File: src/rtl/hermes_local_injector.sv
// Packet injector feeding the LOCAL port of a Hermes router: header, size, then payload flits.
// Optional timestamp flit ahead of the payload when HERMES_INJ_TIMESTAMP_EN is defined.
module hermes_local_injector #(
   parameter int unsigned FLIT_WIDTH = 32,
   parameter int unsigned LEN_WIDTH  = 16,
   parameter int unsigned FIFO_DEPTH = 4
) (
   input  logic                  clock,
   input  logic                  reset,
   input  logic                  start,
   input  logic [7:0]            dest_x,
   input  logic [7:0]            dest_y,
   input  logic [LEN_WIDTH-1:0]  len,
   output logic                  busy,
   output logic                  done,
   input  logic [FLIT_WIDTH-1:0] src_data,
   input  logic                  src_valid,
   output logic                  src_ready,
   output logic                  tx,
   output logic [FLIT_WIDTH-1:0] data_o,
   input  logic                  credit_i,
   output logic                  clock_tx
);

   localparam int unsigned PTR_W = $clog2(FIFO_DEPTH);
   localparam int unsigned CNT_W = PTR_W + 1;

   typedef enum logic [2:0] {
      S_IDLE, S_HEADER, S_SIZE, S_PAYLOAD, S_DONE
   } state_t;

   state_t                state;
   logic [LEN_WIDTH-1:0]  len_q;
   logic [LEN_WIDTH-1:0]  words_accepted;
   logic [LEN_WIDTH-1:0]  flits_sent;
   logic                  ts_flit;

   logic [FLIT_WIDTH-1:0] mem [FIFO_DEPTH];
   logic [PTR_W-1:0]      wr_ptr;
   logic [PTR_W-1:0]      rd_ptr;
   logic [CNT_W-1:0]      fifo_cnt;

   logic                  fifo_full_c;
   logic                  fifo_empty_c;
   logic                  push_c;
   logic                  pop_c;
   logic                  xfer_c;
   logic                  last_c;
   logic [FLIT_WIDTH-1:0] head_c;
   logic [FLIT_WIDTH-1:0] size_flit_c;

   assign clock_tx     = clock;
   assign fifo_full_c  = (fifo_cnt == CNT_W'(FIFO_DEPTH));
   assign fifo_empty_c = (fifo_cnt == '0);
   assign head_c       = mem[rd_ptr];
   assign xfer_c       = tx && credit_i;

   assign src_ready = (state == S_HEADER || state == S_SIZE || state == S_PAYLOAD)
                      && !fifo_full_c && (words_accepted < len_q);
   assign push_c    = src_valid && src_ready;

   // The timestamp flit is the payload flit sent while ts_flit is set.
   assign last_c = ts_flit ? (len_q == '0) : (flits_sent == len_q - LEN_WIDTH'(1));

`ifdef HERMES_INJ_TIMESTAMP_EN
   logic [FLIT_WIDTH-1:0] ts_cnt;
   logic [FLIT_WIDTH-1:0] ts_q;

   assign size_flit_c = FLIT_WIDTH'(LEN_WIDTH'(0) + (LEN_WIDTH+1)'(len_q) + (LEN_WIDTH+1)'(1));

   always_ff @(posedge clock or negedge reset) begin
      if (!reset) ts_cnt <= '0;
      else        ts_cnt <= ts_cnt + FLIT_WIDTH'(1);
   end
`else
   assign size_flit_c = FLIT_WIDTH'(len_q);
`endif

   // FIFO pop: reload the output register from the head whenever a slot frees up.
   always_comb begin
      pop_c = 1'b0;
      case (state)
`ifndef HERMES_INJ_TIMESTAMP_EN
         S_SIZE:    pop_c = xfer_c && (len_q != '0) && !fifo_empty_c;
`endif
         S_PAYLOAD: pop_c = !fifo_empty_c && (!tx || (xfer_c && !last_c));
         default:   pop_c = 1'b0;
      endcase
   end

   always_ff @(posedge clock) begin
      if (push_c) mem[wr_ptr] <= src_data;
   end

   always_ff @(posedge clock or negedge reset) begin
      if (!reset) begin
         wr_ptr   <= '0;
         rd_ptr   <= '0;
         fifo_cnt <= '0;
      end else begin
         if (push_c) wr_ptr <= wr_ptr + PTR_W'(1);
         if (pop_c)  rd_ptr <= rd_ptr + PTR_W'(1);
         case ({push_c, pop_c})
            2'b10:   fifo_cnt <= fifo_cnt + CNT_W'(1);
            2'b01:   fifo_cnt <= fifo_cnt - CNT_W'(1);
            default: fifo_cnt <= fifo_cnt;
         endcase
      end
   end

   always_ff @(posedge clock or negedge reset) begin
      if (!reset) begin
         state          <= S_IDLE;
         len_q          <= '0;
         words_accepted <= '0;
         flits_sent     <= '0;
         ts_flit        <= 1'b0;
         tx             <= 1'b0;
         data_o         <= '0;
         busy           <= 1'b0;
         done           <= 1'b0;
`ifdef HERMES_INJ_TIMESTAMP_EN
         ts_q           <= '0;
`endif
      end else begin
         done <= 1'b0;
         if (push_c) words_accepted <= words_accepted + LEN_WIDTH'(1);
         case (state)
            S_IDLE: begin
               if (start) begin
                  len_q          <= len;
                  words_accepted <= '0;
                  flits_sent     <= '0;
                  tx             <= 1'b1;
                  data_o         <= FLIT_WIDTH'({dest_x, dest_y});
                  busy           <= 1'b1;
                  state          <= S_HEADER;
`ifdef HERMES_INJ_TIMESTAMP_EN
                  ts_q           <= ts_cnt;
`endif
               end
            end
            S_HEADER: begin
               if (xfer_c) begin
                  data_o <= size_flit_c;
                  state  <= S_SIZE;
               end
            end
            S_SIZE: begin
               if (xfer_c) begin
`ifdef HERMES_INJ_TIMESTAMP_EN
                  data_o  <= ts_q;
                  ts_flit <= 1'b1;
                  state   <= S_PAYLOAD;
`else
                  if (len_q == '0) begin
                     tx    <= 1'b0;
                     busy  <= 1'b0;
                     done  <= 1'b1;
                     state <= S_DONE;
                  end else begin
                     tx    <= pop_c;
                     if (pop_c) data_o <= head_c;
                     state <= S_PAYLOAD;
                  end
`endif
               end
            end
            S_PAYLOAD: begin
               if (xfer_c) begin
                  ts_flit <= 1'b0;
                  if (!ts_flit) flits_sent <= flits_sent + LEN_WIDTH'(1);
                  if (last_c) begin
                     tx    <= 1'b0;
                     busy  <= 1'b0;
                     done  <= 1'b1;
                     state <= S_DONE;
                  end else begin
                     tx <= pop_c;
                     if (pop_c) data_o <= head_c;
                  end
               end else if (!tx && pop_c) begin
                  tx     <= 1'b1;
                  data_o <= head_c;
               end
            end
            S_DONE: state <= S_IDLE;
            default: state <= S_IDLE;
         endcase
      end
   end

endmodule
File: config.mk
export PLATFORM = sky130hd
export DESIGN_NAME = hermes_local_injector
export DESIGN_NICKNAME = d
export VERILOG_FILES = /design/src/rtl/hermes_local_injector.sv
export SDC_FILE = /design/constraint.sdc
export NUM_CORES = 1
export LEC_CHECK = 0
export ABC_CLOCK_PERIOD_IN_PS = 5500
export CORE_MARGIN = 1.5
export CORE_UTILIZATION = 30
export DETAILED_ROUTE_END_ITERATION = 8
export PLACE_DENSITY = 0.51
export SLEW_MARGIN = 5
export SYNTH_ARGS = -nofsm -noshare
export SYNTH_HDL_FRONTEND = slang
export SYNTH_SLANG_ARGS = --single-unit
File: constraint.sdc
create_clock -name clock -period 5.5 [get_ports clock]
set_input_delay 1.1 -clock clock [delete_from_list [all_inputs] [get_ports clock]]
set_output_delay 1.1 -clock clock [all_outputs]
set_load 0.01 [all_outputs]
* Word-level counts from Yosys, hierarchy flattened
Memory sizes are Yosys's and may differ from the RTL's. Cells that the tools add are included.
Operators by class: $lt $le $gt $ge 1, equal/unequal tests 16, reductions and logical operators 30, add/subtract/negate cells 7, muxes and demuxes 43
Operator list (number):
- two-way mux 32 bit | 8
- one-hot mux 32 bit (4 select lines) | 1
- two-way mux 16 bit | 5
- adder 16 x 1 -> 16 bit, second input constant | 2
- one-hot mux 16 bit (2 select lines) | 1
- two-way mux 3 bit | 6
- == test 16 bit | 1
- zero test 16 bit | 1
- < comparator 16 bit | 1
- two-way mux 1 bit | 16
- nonzero test 16 bit | 1
- subtractor 16 x 1 -> 16 bit, second input constant | 1
- != test 2 bit, second input constant | 6
- one-hot mux 3 bit (4 select lines) | 1
- logical AND 1 bit | 9
- AND reduction 7 bit | 1
- == test 3 x 2 -> 1 bit, second input constant | 2
- zero test 3 bit | 2
- one-hot mux 1 bit (3 select lines) | 2
- one-hot mux 3 bit (2 select lines) | 1
- AND reduction 6 bit | 1
- AND reduction 5 bit | 1
- adder 2 x 1 -> 2 bit, second input constant | 2
- zero test 1 bit | 4
- 17 further kinds | 21
Storage, ports and cells: register bits 93, input port bits 69, output and inout port bits 37, RAM bits 128, memories 1
Memories:
- mem | depth 4, width 32, read ports 1, clocked after Yosys merged registers in 0, write ports 1, RTL line 38 | logic [FLIT_WIDTH-1:0] mem [FIFO_DEPTH];

* Longest topological paths before layout
word-level depth 11, gate-level depth with buffers 17, depth with buffers taken out 15

==> impl_metrics.env <==
export IMPL_status="completed"
export IMPL_gp_congestion=0.8697
export IMPL_insertedDiodeCount=0
export IMPL_min_period_ns=4.694
export IMPL_max_stage_delay_ns=0.56
export IMPL_drive_above_1_share_pct=16.78
export IMPL_antenna_found_initial=3
export IMPL_syn_num_nets=874
export IMPL_synthTopCellsByArea="edfxtp_1, dfrtp_1, mux4_2"
export IMPL_fp_dieW_um=191.3
export IMPL_wl_per_cell_um=20.64
export IMPL_setup_tns_ns=0
export IMPL_period_share_pct=85.35
export IMPL_setup_ws_ns=0.8057
export IMPL_vias=6884
export IMPL_grt_pass1_wl_um=42700
export IMPL_rsz0062_at_grt="false"
export IMPL_dieArea_mm2=0.03658
export IMPL_path_buf_inv=3
export IMPL_path_max_fanout=11
export IMPL_dp_hpwl_um=18630
export IMPL_synth_ff_type="edfxtp_1"
export IMPL_place_ws_ns=1.201
export IMPL_drt_vias_per_instance=5.080
export IMPL_ys_seq_area_share_pct=58.04
export IMPL_timing_critical_path_to_type="primary output"
export IMPL_grt_total_usage_pct=15.53
export IMPL_path_clk_slew_ns=0.06
export IMPL_wirelength_um=27960
export IMPL_drc_errors=0
export IMPL_yosys_area_top_type_share_pct=36.15
export IMPL_cts_setup_buffers=0
export IMPL_crit_slowest_cell="clkdlybuf4s50_1"
export IMPL_die_h_um=191.3
export IMPL_cts_tree="yes"
export IMPL_synth_distinct_cells=63
export IMPL_ios=106
export IMPL_finClkSkew_ns=0.01441
export IMPL_power_per_cell_area_mw_per_mm2=595.3
export IMPL_crit_required_ns=4.40
export IMPL_worst_slew_pin_slew_ns=1.290
export IMPL_ir_drop_v=0.0002804
export IMPL_final_util_pct=37.64
export IMPL_grt_start_max_net_pins=60
export IMPL_yosys_warnings=0
export IMPL_ys_ff_latch=221
export IMPL_postCtsResizedCells=0
export IMPL_area_delta_synth_final_pct=22.89
export IMPL_core_mm2=0.03471
export IMPL_synth_edff_count=128
export IMPL_critPathArrivalTime_ns=3.59
export IMPL_synth_area_leader_cell="edfxtp_1"
export IMPL_ant_nets=0
export IMPL_drv_cap=0
export IMPL_leakage_nw=4.907
export IMPL_avgSynthCellArea_um2=13.61
export IMPL_netlist_area_mm2=0.01063
export IMPL_clk_latency_ns=0.66
export IMPL_cts_hold_buf=0
export IMPL_nFillCells=3354
export IMPL_path_delay_family="compound AO/OA/AOI/OAI gates"
export IMPL_drtIter0Drc=504
export IMPL_dr_pass1_iters=5
export IMPL_grt_pass1_vias=6946
export IMPL_synthTopCellsByCount="edfxtp_1, dfrtp_1, nand2_1"
export IMPL_hold_viol=0
export IMPL_nets=973
export IMPL_hold_class="register to register"
export IMPL_rows=68
export IMPL_worstSetupStartpointType="register"
export IMPL_slew_violations=0
export IMPL_relSlewSlack_pct=13.88
export IMPL_fmax_mhz=213.0
export IMPL_path_class="register to primary output"
export IMPL_async_flop_share_pct=42.08
export IMPL_finalSetupViolations=0
export IMPL_grt_ovfl_total=0
export IMPL_synth_most_common_cell="edfxtp_1"
export IMPL_crit_chain="inv_1, ha_1, a31o_2, a211o_1, a221oi_1, o21ai_0, a21oi_1, buf_4, clkdlybuf4s50_1"
export IMPL_portBuffers=105
export IMPL_start_util_pct=30.63
export IMPL_holdWs_ns=0.4884
export IMPL_syn_inst=781
layer usage:
| metal | vias up | share of wire (%) | GRT usage (%) |
|---|---|---|---|
| li1 | 3197 | - | - |
| met1 | 3460 | 45 | 21.52 |
| met2 | 183 | 47 | 24.44 |
| met3 | 40 | 6.8 | 3.929 |
| met4 | 4 | 1.5 | 3.486 |
| met5 | - | 0.097 | 0 |
state kept, by name, indices dropped and copies added (netlist names):
register        count
mem               128
state               3
fifo_cnt            3
busy                1
wr_ptr              2
flits_sent         16
tx                  1
done                1
len_q              16
data_o             32
words_accepted     16
rd_ptr              2
stage by stage:
stage | instance area [µm²] | std cells | power (W)
global route | 13070 | 1355 | 0.008261
detailed placement | 12130 | 1304 | 0.006032
CTS | 13070 | 1355 | 0.007899
floorplan | 10630 | 781 | 0.005031
finish | 13070 | 1355 | 0.007779
global placement | 12130 | 1304 | 0.006011
path summary, 6_finish.rpt:
check / startpoint / end / slack [ns] / cells after the start
max: len_q[4] / src_ready / 0.81 / 9
min: words_accepted[15] / words_accepted[15] / 0.49 / 1
max reg2reg: len_q[10] / data_o[8] / 1.52 / 9
min reg2reg: words_accepted[15] / words_accepted[15] / 0.49 / 1
max in group asynchronous: reset / flits_sent[6] / 3.97 / 2
min in group asynchronous: reset / len_q[12] / 0.53 / 1
layout by cell type, fill, tap and decap left out, types with 18 or more instances in the layout:
| cell | count |
|---|---|
| clkbuf_16 | 29 |
| clkdlybuf4s50_1 | 104 |
| dfrtp_1 | 92 |
| edfxtp_1 | 128 |
| ha_1 | 23 |
| inv_1 | 43 |
| mux4_2 | 32 |
| nand2_1 | 47 |
| nand3_1 | 25 |
| nor2_1 | 29 |
| o21ai_0 | 38 |
| xnor2_1 | 18 |
| xor2_1 | 25 |
where the power goes:
group / switching (W) / total, W / internal [W]
registers: 0.000416 / 0.00268 / 0.00226
logic: 0.00169 / 0.00327 / 0.00157
clock network: 0.000711 / 0.00183 / 0.00112
cell type report:
cell class | instances | area, µm² | area share, %
clock buffers | 45 | 862.1 | 6.598
clock inverters | 7 | 83.83 | 0.6416
inverters | 44 | 165.2 | 1.264
multi-input cells | 466 | 4078 | 31.21
flip-flops and latches | 221 | 6172 | 47.24
well taps | 455 | 569.3 | 4.357
repair buffers | 117 | 1136 | 8.695
kinds of logic after synthesis:
logic type | after synthesis | share of synthesized area (%)
adder cells (fa/ha/maj) | 24 | 2.895
XOR/XNOR | 43 | 3.542
buffers and inverters | 94 | 3.895
multiplexers | 41 | 7.649
AND/OR/NAND/NOR | 167 | 8.049
flip-flops | 221 | 58.04
AO/OA/AOI/OAI | 191 | 15.93
Power figures use the tool's default switching activity.
